===== src/rtl/step_debounce.sv =====
// rtl/step_debounce.sv - step push-button debouncer and CPU clock-enable generator
// Debounces a raw button on divider ticks and issues single-step or free-run step enables.
module step_debounce #(
    parameter int STABLE_SAMPLES = 3
) (
    input  logic       Origin_Clock,
    input  logic       reset,
    input  logic       pulse,
    input  logic       button,
    input  logic       run,
    output logic       step_en,
    output logic       btn_level,
    output logic [7:0] step_count
);

    typedef enum logic [1:0] {
        RELEASED      = 2'd0,
        PRESS_CHECK   = 2'd1,
        PRESSED       = 2'd2,
        RELEASE_CHECK = 2'd3
    } state_t;

    localparam logic [4:0] STABLE_N = 5'(STABLE_SAMPLES);

    logic       btn_meta_q, btn_s_q, run_meta_q, run_s_q;
    state_t     state_q, state_d;
    logic [3:0] cnt_q, cnt_d;
    logic       btn_level_q, btn_level_d;
    logic       step_en_q, step_en_d;
    logic [7:0] step_count_q, step_count_d;
    logic [4:0] cnt_inc;
    logic       press_evt;

    always_comb begin
        state_d   = state_q;
        cnt_d     = cnt_q;
        press_evt = 1'b0;
        cnt_inc   = {1'b0, cnt_q} + 5'd1;
        case (state_q)
            RELEASED: begin
                if (pulse && btn_s_q) begin
                    state_d = PRESS_CHECK;
                    cnt_d   = 4'd1;
                end
            end
            PRESS_CHECK: begin
                if (pulse) begin
                    if (!btn_s_q) begin
                        state_d = RELEASED;
                        cnt_d   = 4'd0;
                    end else if (cnt_inc == STABLE_N) begin
                        state_d   = PRESSED;
                        cnt_d     = 4'd0;
                        press_evt = 1'b1;
                    end else begin
                        cnt_d = cnt_inc[3:0];
                    end
                end
            end
            PRESSED: begin
                if (pulse && !btn_s_q) begin
                    state_d = RELEASE_CHECK;
                    cnt_d   = 4'd1;
                end
            end
            RELEASE_CHECK: begin
                if (pulse) begin
                    if (btn_s_q) begin
                        state_d = PRESSED;
                        cnt_d   = 4'd0;
                    end else if (cnt_inc == STABLE_N) begin
                        state_d = RELEASED;
                        cnt_d   = 4'd0;
                    end else begin
                        cnt_d = cnt_inc[3:0];
                    end
                end
            end
            default: begin
                state_d = RELEASED;
                cnt_d   = 4'd0;
            end
        endcase
        btn_level_d  = (state_d == PRESSED) || (state_d == RELEASE_CHECK);
        // Free-run steps on every tick; single-step only on an accepted press.
        step_en_d    = run_s_q ? pulse : press_evt;
        step_count_d = step_count_q + {7'd0, step_en_q};
    end

    always_ff @(posedge Origin_Clock or posedge reset) begin
        if (reset) begin
            btn_meta_q   <= 1'b0;
            btn_s_q      <= 1'b0;
            run_meta_q   <= 1'b0;
            run_s_q      <= 1'b0;
            state_q      <= RELEASED;
            cnt_q        <= 4'd0;
            btn_level_q  <= 1'b0;
            step_en_q    <= 1'b0;
            step_count_q <= 8'd0;
        end else begin
            btn_meta_q   <= button;
            btn_s_q      <= btn_meta_q;
            run_meta_q   <= run;
            run_s_q      <= run_meta_q;
            state_q      <= state_d;
            cnt_q        <= cnt_d;
            btn_level_q  <= btn_level_d;
            step_en_q    <= step_en_d;
            step_count_q <= step_count_d;
        end
    end

    assign step_en    = step_en_q;
    assign btn_level  = btn_level_q;
    assign step_count = step_count_q;

endmodule


===== config.mk =====
export PLATFORM = sky130hd
export DESIGN_NAME = step_debounce
export DESIGN_NICKNAME = d
export VERILOG_FILES = /design/src/rtl/step_debounce.sv
export SDC_FILE = /design/constraint.sdc
export NUM_CORES = 1
export LEC_CHECK = 0
export CORE_UTILIZATION = 49
export DETAILED_ROUTE_END_ITERATION = 16
export PLACE_DENSITY_LB_ADDON = 0.12
export SETUP_SLACK_MARGIN = 0.3
export SYNTH_ARGS = -nofsm -noshare
export SYNTH_HDL_FRONTEND = slang
export SYNTH_SLANG_ARGS = --single-unit

===== constraint.sdc =====
create_clock -name Origin_Clock -period 2.1 [get_ports Origin_Clock]
set_clock_uncertainty 0.1 [all_clocks]
set_input_delay 0.525 -clock Origin_Clock [delete_from_list [all_inputs] [get_ports Origin_Clock]]
set_output_delay 0.525 -clock Origin_Clock [all_outputs]
set_load 0.05 [all_outputs]

==> impl_metrics.csv <==
group,metric,value,unit
outcome,outcome,"finished, final reports clean",
synth,synth_area_leader_cell,"dfrtp_1",
timing,timing.fmax,587,MHz
synth,ys.flop_type,"dfrtp_1",
drt,ant_nets,0,
power,p_leak,0.477,nW
worst_setup_path,cp_slowest_cell,"dfrtp_2",
drt,drt-initial-drc-count,11,
worst_setup_path,cp-startpoint,"cnt_q[0]",
power,design_power_total,1.36,mW
floorplan,fp-row-count,14,
global_route,overflow,0,
drt,first_pass_iters,4,
final_layout,final_cells,102,
worst_setup_path,r2r-start,"cnt_q[0]",
synth,avgSynthCellArea,12.6,µm²
timing,min_period,1.70,ns
worst_setup_path,slowest_delay,0.45,ns
synth,synth_top_cells_by_count,"19 x dfrtp_1, 6 x nand2_1, 4 x ha_1, 4 x nand3_1, 4 x xnor2_1",
worst_setup_path,worstSetupPathType,"flip-flop to flip-flop",
global_route,grt_pass1_wl,2280,µm
drt,wl,1280,µm
synth,synthesis.area,822,µm²
synth,syn-instance-count,65,
timing,fin_tns_setup,0,ns
place,place_hpwl,925,µm
place,dp_slack,0.128,ns
synth,synth_nets,74,
final_layout,nets,96,
final_layout,diodes,0,
floorplan,die_x,43.0,µm
worst_setup_path,start_kind,"flip-flop",
floorplan,ios,15,
global_route,grt_max_degree,20,
clock_network,worstSkewPairLatency,0.29,ns
place,gp_congestion,0.769,
timing,final-max-slew-violation-count,0,
power,ir_worst_vdd,847,µV
floorplan,core,0.00154,mm²
drt,viasPerCell,5.42,
global_route,first_global_vias,510,
drt,wl_per_cell,12.5,µm
synth,ys_top_cells_by_area,"dfrtp_1 58%, ha_1 6.1%, xnor2_1 4.3%, xor2_1 3.2%, nor4b_4 2.9%",
synth,synth-seq-area-share,57.8,%
synth,synth_top_area_share,57.8,%
final_layout,drive_gt1_share,24.4,%
synth,async_reset_ff_share,100,%
timing,slew_headroom,66.8,%
global_route,grt.total_usage,16.9,%
clock_network,tritoncts,"built",
global_route,antenna_found_initial,0,
power,power_density,1340,mW/mm²
clock_network,cts_htree_levels,1,
final_layout,final.fill_count,132,
clock_network,clkSinkCount,19,
worst_setup_path,crit_path_cell_trace,"ha_1, nor2_1, a21oi_2, nor4b_4, mux2_1",
worst_setup_path,crit_arrival,1.79,ns
timing,worst_slack,0.397,ns
job,cap_viol_max_count,0,
clock_network,numCtsBuffers,3,
synth,ys_seq_elements,19,
worst_hold_path,hp-start,"btn_meta_q",
drt,drc_errors,0,
place,dp.cells,96,
clock_network,root_buffer,"clkbuf_4",
floorplan,start_util,53.3,%
drt,via_count,553,
timing,hold_violations,0,
synth,ys_warn_count,0,
synth,synth-edff-count,0,
final_layout,area_growth,23.0,%
floorplan,dieArea,0.00185,mm²
worst_hold_path,hp-class,"flip-flop to flip-flop",
synth,post-synth-top-count-cell,"dfrtp_1",
timing,period_share,81.1,%
worst_setup_path,critPathMaxFanout,5,
worst_setup_path,endpoint_kind,"flip-flop",
clock_network,clkTransAtPathRegs,0.10,ns
synth,synth_cell_types,25,
place,io_buffers,14,
timing,setup_viol,0,
worst_setup_path,crit_required,2.18,ns
timing,tightest_slew,0.497,ns
floorplan,fp.dieH,43.0,µm
clock_network,clock_path_buffers,2,
timing,rsz0062_at_grt,"false",
==> path summary, 6_finish.rpt <==
path	endpoint	slack (ns)	cells past startpoint
max	btn_level	0.40	5
min	btn_s_q	0.26	0
max reg2reg	btn_level	0.40	5
min reg2reg	btn_s_q	0.26	0
max in group asynchronous	cnt_q[0]	1.26	3
min in group asynchronous	step_count[0]	0.43	3
==> worst max-delay path: cells and delay by family (launching register included) <==
family | cells | cell delay, ns
simple gates | 2 | 0.39
flops | 1 | 0.45
fa+ha+maj | 1 | 0.24
mux | 1 | 0.35
compound gates | 1 | 0.06
==> state kept, by name (all words and copies together), names as in the netlist <==
signal,cells
run_s_q,1
btn_meta_q,1
step_en,1
state_q,1
run_meta_q,1
cnt_q,4
step_count,8
btn_level,1
btn_s_q,1
==> metrics by stage <==
stage | hold WS [ns] | utilization, % | cell area (µm²)
finish | 0.264 | 65.6 | 1010
global route | 0.273 | 65.6 | 1010
CTS | 0.268 | 65.1 | 1000
detailed placement | 0.245 | 62.7 | 967
global placement | 0.234 | 62.7 | 967
floorplan | 0.231 | - | 822
==> cells by family after synthesis <==
kind of cell    share of synthesized area (%)
compound gates                           8.37
xor+xnor                                 7.46
fa+ha+maj                                6.09
buf+inv                                  1.52
flops                                    57.8
mux                                      3.81
simple gates                             14.9
==> metal layers <==
layer | part of all wire [%] | vias up | wire [µm] | track usage [%]
li1 | - | 276 | - | -
met1 | 51 | 260 | 647 | 26.9
met2 | 44 | 15 | 559 | 21.8
met3 | 3.9 | 2 | 50 | 2.98
met4 | 1.4 | 0 | 18 | 9.09
met5 | 0 | - | 0 | 0
==> repair_timing <==
item / in CTS / in global routing
hold buffers: 0 / 0
endpoints found under the setup margin: 1 / 1
pin swaps: 0 / 1
hold endpoints to repair: 0 / 0
buffers inserted: 1 / 1
resized for setup: 1 / 0
==> placed cells by master (no fill, tap or decap), types with 3 or more instances in the layout <==
cell type,synthesis,layout
clkdlybuf4s50_1,0,4
buf_4,0,14
ha_1,4,4
xnor2_1,4,4
dfrtp_1,19,18
xor2_1,3,3
nand2_1,6,6
nand3_1,4,4
clkbuf_4,0,3
==> power breakdown <==
part	internal, mW	total, mW	switching (mW)
combinational	0.214	0.595	0.381
clock	0.0709	0.179	0.108
sequential	0.468	0.582	0.114
total	0.754	1.36	0.603
==> layout make-up <==
cell class / count / area (µm²) / area share, %
Sequential cell: 19 / 477 / 47.2
Multi-Input combinational cell: 43 / 334 / 33.0
Timing Repair Buffer: 18 / 145 / 14.4
Clock buffer: 3 / 22.5 / 2.23
Tap cell: 16 / 20.0 / 1.98
Inverter: 2 / 7.51 / 0.743
Clock inverter: 1 / 5.00 / 0.495
Power figures use the tool's default switching activity.
